[src/rtl/prim_ram_2p_ctrl.sv]
// Two-client controller for a dual-port RAM: clears the RAM through port A after reset,
// then maps client 0 to port A and client 1 to port B with same-address conflict arbitration.
module prim_ram_2p_ctrl #(
    parameter int Width = 32,
    parameter int Depth = 128,
    localparam int Aw   = $clog2(Depth)
) (
    input  logic             clk_i,
    input  logic             rst_i,

    input  logic             c0_req_i,
    input  logic             c0_write_i,
    input  logic [Aw-1:0]    c0_addr_i,
    input  logic [Width-1:0] c0_wdata_i,
    input  logic [Width-1:0] c0_wmask_i,
    output logic             c0_gnt_o,
    output logic             c0_rvalid_o,
    output logic [Width-1:0] c0_rdata_o,

    input  logic             c1_req_i,
    input  logic             c1_write_i,
    input  logic [Aw-1:0]    c1_addr_i,
    input  logic [Width-1:0] c1_wdata_i,
    input  logic [Width-1:0] c1_wmask_i,
    output logic             c1_gnt_o,
    output logic             c1_rvalid_o,
    output logic [Width-1:0] c1_rdata_o,

    output logic             ram_a_req_o,
    output logic             ram_a_write_o,
    output logic [Aw-1:0]    ram_a_addr_o,
    output logic [Width-1:0] ram_a_wdata_o,
    output logic [Width-1:0] ram_a_wmask_o,
    input  logic [Width-1:0] ram_a_rdata_i,

    output logic             ram_b_req_o,
    output logic             ram_b_write_o,
    output logic [Aw-1:0]    ram_b_addr_o,
    output logic [Width-1:0] ram_b_wdata_o,
    output logic [Width-1:0] ram_b_wmask_o,
    input  logic [Width-1:0] ram_b_rdata_i,

    output logic             init_done_o
);

    localparam logic [Aw-1:0] LastAddr = Aw'(Depth - 1);

    typedef enum logic {
        ST_INIT,
        ST_RUN
    } state_e;

    state_e          state_q, state_d;
    logic [Aw-1:0]   cnt_q, cnt_d;
    logic            prio_q, prio_d;
    logic            quiet_q, quiet_d;
    logic            rvalid0_q, rvalid0_d;
    logic            rvalid1_q, rvalid1_d;
    logic            conflict;

    assign conflict = c0_req_i & c1_req_i & (c0_addr_i == c1_addr_i)
                    & (c0_write_i | c1_write_i);

    always_comb begin
        state_d       = state_q;
        cnt_d         = cnt_q;
        prio_d        = prio_q;
        quiet_d       = 1'b0;
        c0_gnt_o      = 1'b0;
        c1_gnt_o      = 1'b0;
        ram_a_req_o   = 1'b0;
        ram_a_write_o = 1'b0;
        ram_a_addr_o  = '0;
        ram_a_wdata_o = '0;
        ram_a_wmask_o = '0;
        ram_b_req_o   = 1'b0;
        ram_b_write_o = 1'b0;
        ram_b_addr_o  = '0;
        ram_b_wdata_o = '0;
        ram_b_wmask_o = '0;

        unique case (state_q)
            ST_INIT: begin
                // quiet_q keeps every RAM port idle in the cycle right after a reset edge
                if (!quiet_q) begin
                    ram_a_req_o   = 1'b1;
                    ram_a_write_o = 1'b1;
                    ram_a_addr_o  = cnt_q;
                    ram_a_wmask_o = '1;
                    if (cnt_q == LastAddr) begin
                        state_d = ST_RUN;
                    end else begin
                        cnt_d = cnt_q + 1'b1;
                    end
                end
            end
            ST_RUN: begin
                c0_gnt_o = c0_req_i & ~(conflict & prio_q);
                c1_gnt_o = c1_req_i & ~(conflict & ~prio_q);
                if (conflict) begin
                    prio_d = ~prio_q;
                end
                ram_a_req_o   = c0_gnt_o;
                ram_a_write_o = c0_gnt_o & c0_write_i;
                ram_a_addr_o  = c0_gnt_o ? c0_addr_i  : '0;
                ram_a_wdata_o = c0_gnt_o ? c0_wdata_i : '0;
                ram_a_wmask_o = c0_gnt_o ? c0_wmask_i : '0;
                ram_b_req_o   = c1_gnt_o;
                ram_b_write_o = c1_gnt_o & c1_write_i;
                ram_b_addr_o  = c1_gnt_o ? c1_addr_i  : '0;
                ram_b_wdata_o = c1_gnt_o ? c1_wdata_i : '0;
                ram_b_wmask_o = c1_gnt_o ? c1_wmask_i : '0;
            end
            default: state_d = ST_INIT;
        endcase

        rvalid0_d = c0_gnt_o & ~c0_write_i;
        rvalid1_d = c1_gnt_o & ~c1_write_i;
    end

    always_ff @(posedge clk_i) begin
        if (rst_i) begin
            state_q   <= ST_INIT;
            cnt_q     <= '0;
            prio_q    <= 1'b0;
            quiet_q   <= 1'b1;
            rvalid0_q <= 1'b0;
            rvalid1_q <= 1'b0;
        end else begin
            state_q   <= state_d;
            cnt_q     <= cnt_d;
            prio_q    <= prio_d;
            quiet_q   <= quiet_d;
            rvalid0_q <= rvalid0_d;
            rvalid1_q <= rvalid1_d;
        end
    end

    assign c0_rvalid_o = rvalid0_q;
    assign c1_rvalid_o = rvalid1_q;
    assign c0_rdata_o  = ram_a_rdata_i;
    assign c1_rdata_o  = ram_b_rdata_i;
    assign init_done_o = (state_q == ST_RUN);

endmodule

[config.mk]
export PLATFORM = sky130hd
export DESIGN_NAME = prim_ram_2p_ctrl
export DESIGN_NICKNAME = d
export VERILOG_FILES = /design/src/rtl/prim_ram_2p_ctrl.sv
export SDC_FILE = /design/constraint.sdc
export NUM_CORES = 1
export LEC_CHECK = 0
export CAP_MARGIN = 20
export CORE_AREA = 5 5 163 165
export CTS_CLUSTER_SIZE = 40
export DETAILED_ROUTE_END_ITERATION = 12
export DIE_AREA = 0 0 168 170
export RECOVER_POWER = 25
export SETUP_SLACK_MARGIN = 0.3
export SLEW_MARGIN = 20
export SYNTH_ARGS = -nofsm -noshare
export SYNTH_HDL_FRONTEND = slang
export SYNTH_SLANG_ARGS = --single-unit
[constraint.sdc]
create_clock -name clk_i -period 4.3 [get_ports clk_i]
set_clock_uncertainty 0.2 [all_clocks]
set_input_delay 0.645 -clock clk_i [delete_from_list [all_inputs] [get_ports clk_i]]
set_output_delay 0.645 -clock clk_i [all_outputs]
set_load 0.01 [all_outputs]
* Word-level counts from Yosys, hierarchy flattened
Cells that the tools add are included.
Operators by class: add/subtract/negate cells 1, equality and inequality tests 2, multiplexer cells 24, bitwise operators 20, reductions and logical operators 2
Operator list (number):
- $mux 32 | 8
- $pmux 32 s2 | 1
- $mux 7 | 4
- $pmux 7 s2 | 1
- $and 1x1->1 | 11
- $mux 1 | 8
- $not 1->1 | 8
- $add 7x1->7 const B | 1
- $eq 7x7->1 | 1
- $eq 7x7->1 const B | 1
- $pmux 1 s2 | 2
- $reduce_and 3->1 | 1
- $reduce_and 2->1 | 1
- $or 1x1->1 | 1
Word-level totals: flip-flop bits (word level) 12, bits of input ports 212, output and inout bits 215, word-level logic and storage cells 55

* Depth between registers and ports, before layout
word-level depth 8, gate-level depth with buffers 6, depth with buffers taken out 5

* Worst setup path after synthesis
OpenSTA, ideal clock, no wires.
path type input port to output port, start input c0_addr_i[4], end output ram_a_wmask_o[10], arrival time 1.809 ns, data required time 3.455 ns, path slack 1.646 ns, cell stages on the path 6, buffers on the path 2, path through xor2_1 nor4_2 a31oi_1 buf_2 buf_2 a21o_1
Between the ends: longest elaborated chain between the ends 8
RTL lines:
- start, declared | RTL line 13 | input logic [Aw-1:0] c0_addr_i,
- $eq 7x7->1 | RTL line 61 | assign conflict = c0_req_i & c1_req_i & (c0_addr_i == c1_addr_i)
- $and 1x1->1 | RTL line 61
- $and 1x1->1 | RTL line 62 | & (c0_write_i | c1_write_i);
- $and 1x1->1 | RTL line 98 | c0_gnt_o = c0_req_i & ~(conflict & prio_q);
- $not 1->1 | RTL line 98
- $and 1x1->1 | RTL line 98
- $mux 32 | RTL line 107 | ram_a_wmask_o = c0_gnt_o ? c0_wmask_i : '0;
- $pmux 32 s2 | RTL line 82 | unique case (state_q)
- end, declared | RTL line 33 | output logic [Width-1:0] ram_a_wmask_o,
Every way passes these cells.

* Final worst setup path
start input c1_addr_i[1], end output ram_a_req_o
Between the ends: longest elaborated chain between the ends 7
RTL lines:
- start, declared | RTL line 22 | input logic [Aw-1:0] c1_addr_i,
- $eq 7x7->1 | RTL line 61
- $and 1x1->1 | RTL line 61
- $and 1x1->1 | RTL line 62
- $and 1x1->1 | RTL line 98
- $not 1->1 | RTL line 98
- $and 1x1->1 | RTL line 98
- $pmux 1 s2 | RTL line 82
- end, declared | RTL line 29 | output logic ram_a_req_o,
Every way passes these cells.

==> qor.yml <==
worst_ir_drop_vdd_mv: 0.160
placedCellCount: 843
cts_made_buffers: 3
route.antenna.remaining_nets: 0
layout.nets: 732
share_of_the_yosys_chip_area_belonging_to_registers_pct: 11.3
synth_seq_cells: 12
fraction_of_final_layout_cells_sized_beyond_drive_strength_1_pct: 3.09
layout.cells.most_common: "sky130_fd_sc_hd__clkdlybuf4s50_1"
min_delay_worst_type: "flop to flop"
setup_violations: 0
synth-warning-count: 0
first_pass_grt_wire_length_um: 17900
detailroute.via_count: 2643
core_region_area_um2: 24900
port_buffers: 298
die_width_um: 168
first_global_vias: 2783
post-cts-setup-buffers: 0
setup_repair_after_global_routing_missed_its_margin: "no"
post_synth_instance_area_um2: 2130
report.final.hold_viol_count: 0
gp_weighted_congestion: 0.770
final.period_utilization_pct: 90.4
cts_max_level: 1
distinct_cell_type_count_of_the_synthesized_netlist: 30
drv_cap: 0
detailroute.wirelength.met3_um: 1020
critical_path_arrival_ns: 3.04
path_clk_slew_ns: 0.04
tightestPinTransition_ns: 0.512
number_of_buffers_between_clock_root_and_the_deepest_sink: 2
syn_avg_cell_area_um2: 7.19
postCtsHoldBufs: 0
initialDrtViolationCount: 83
route.layer.met1.wl_um: 5250
mappedNetlistNets: 509
cell_at_the_root_of_the_clock_tree: "sky130_fd_sc_hd__clkbuf_16"
grt_max_degree: 76
worstPathMaxFanout: 63
synth_cells: 296
clock_sink_count: 12
dr.max_layer_used: "met5"
placement_rows: 58
required_time_of_the_worst_setup_path_ns: 3.45
cts_tree: "done"
power_leakage_nw: 2.01
layout_min_cycle_time_ns: 3.89
dp_hpwl_um: 10900
floorplan.die.height_um: 170
grt_antenna_before_repair: 0
clock.fmax_mhz: 257
timing.critical_path.to_type: "primary output"
wl_met2_um: 6570
drt-total-wl_um: 13100
slew_violations: 0
die_area_um2: 28600
final.setup.tns_ns: 0
detail_route.first_pass.iterations: 4
grt-ovfl-total: 0
boundaryPins: 427
layout_common_cells: "296 x sky130_fd_sc_hd__clkdlybuf4s50_1, 106 x sky130_fd_sc_hd__and2_1, 33 x sky130_fd_sc_hd__a21o_1"
layoutNonFillerInstCount: 850
grt_use_total_pct: 7.98
pwr_density_cell_nw_per_um2: 105
syn2layout_area_growth_pct: 143
setup.worst_path.start_class: "input port"
floorplan.initialDensity_pct: 8.55
drc_violations_left: 0
status: "completed"
relSlewSlack_pct: 65.7
clock_insertion_delay_worst_skew_ns: 0.24
path_class: "input port to primary output"
viasPerCell: 3.11
route.detailed.wl_per_inst_um: 15.4
-- synthesized netlist by cell type (all sizes together) --
cell type,instances,area (um^2)
mux2i,1,10.0
clkbuf,16,60.1
or2,1,6.26
a21oi,1,5.00
a22o,7,61.3
nor2b,1,6.26
buf,70,513
inv,2,7.51
o21ai,2,10.0
a31oi,2,12.5
nand2,4,15.0
a41oi,1,8.76
dfxtp,12,240
o211ai,2,15.0
and4,1,8.76
nand4,1,6.26
nor3,1,5.00
ha,1,12.5
xnor2,1,8.76
o2111ai,2,17.5
a21o,33,248
nor2,12,47.6
nor3b,3,22.5
or3,1,6.26
nor4,1,12.5
and2,106,663
xor2,10,87.6
mux2,1,11.3
-- state kept, by name (all words and copies together) (netlist names) --
signal       flops
c1_rvalid_o      1
prio_q           1
c0_rvalid_o      1
quiet_q          1
cnt_q            7
init_done_o      1
-- layout make-up --
type                            instances  area (um^2)
Clock buffer                            4         88.8
Tap cell                              330          413
Fill cell                            2726        19700
Multi-Input combinational cell        196         1350
Timing Repair Buffer                  304         3080
Inverter                                2         7.51
Sequential cell                        12          240
Antenna cell                            2         5.00
-- where the power goes --
part / internal (mW) / switching, mW / leakage (nW) / total, mW
sequential: 0.114 / 0.00327 / 0.0974 / 0.117
combinational: 0.164 / 0.0677 / 1.87 / 0.232
clock: 0.141 / 0.0511 / 0.0442 / 0.192
total: 0.419 / 0.122 / 2.01 / 0.541
-- metrics by stage --
step | hold WS [ns] | utilization, % | instance area, um^2 | setup WS [ns] | power [mW]
2_1_floorplan | 0.259 | - | 2130 | 1.65 | 0.224
3_3_place_gp | 0.295 | 20.3 | 5050 | 0.356 | 0.353
3_5_place_dp | 0.297 | 20.3 | 5050 | 0.391 | 0.353
4_1_cts | 0.308 | 20.7 | 5140 | 0.390 | 0.549
5_1_grt | 0.338 | 20.8 | 5170 | 0.337 | 0.566
6_report | 0.309 | 20.8 | 5180 | 0.411 | 0.541
-- per-layer routing --
| metal | track usage, % | vias to the layer above |
|---|---|---|
| met1 | 9.93 | 1168 |
| li1 | - | 1334 |
| met5 | 0.836 | - |
| met4 | 1.55 | 2 |
| met3 | 2.69 | 24 |
| met2 | 13.4 | 115 |
-- logic make-up (layout without fill, tap and decap cells) --
logic type / count (synthesis) / count (layout) / synth area share (%)
AND/OR/NAND/NOR: 132 / 132 / 37.6
other: 0 / 2 / 0
XOR/XNOR: 11 / 11 / 4.53
flip-flops: 12 / 12 / 11.3
multiplexers: 2 / 2 / 0.999
buffers and inverters: 88 / 310 / 27.3
AO/OA/AOI/OAI: 50 / 50 / 17.8
adder cells (fa/ha/maj): 1 / 1 / 0.588
-- worst max-delay path, stage by stage --
cell and delay (ns):
sky130_fd_sc_hd__clkdlybuf4s50_1 0.65, sky130_fd_sc_hd__xnor2_1 0.17, sky130_fd_sc_hd__nor3b_1 0.36, sky130_fd_sc_hd__a31oi_4 0.14, sky130_fd_sc_hd__buf_12 0.21, sky130_fd_sc_hd__or2_2 0.32, sky130_fd_sc_hd__clkdlybuf4s50_1 0.49
-- final timing paths --
| kind | start | to | slack (ns) | cells after the start |
|---|---|---|---|---|
| min | cnt_q[5]$_SDFFE_PP0P_ | cnt_q[5]$_SDFFE_PP0P_ | 0.31 | 2 |
| max | c1_addr_i[1] | ram_a_req_o | 0.41 | 7 |
| min reg2reg | cnt_q[5]$_SDFFE_PP0P_ | cnt_q[5]$_SDFFE_PP0P_ | 0.31 | 2 |
| max reg2reg | init_done_o$_SDFF_PP0_ | cnt_q[5]$_SDFFE_PP0P_ | 2.41 | 4 |
-- what timing repair did --
item / 4_1_cts / 5_1_grt
endpoints found under the setup margin: 0 / 4
resized for setup: 0 / 2
endpoints found under the hold margin: 0 / 0
Power figures use the tool's default switching activity.
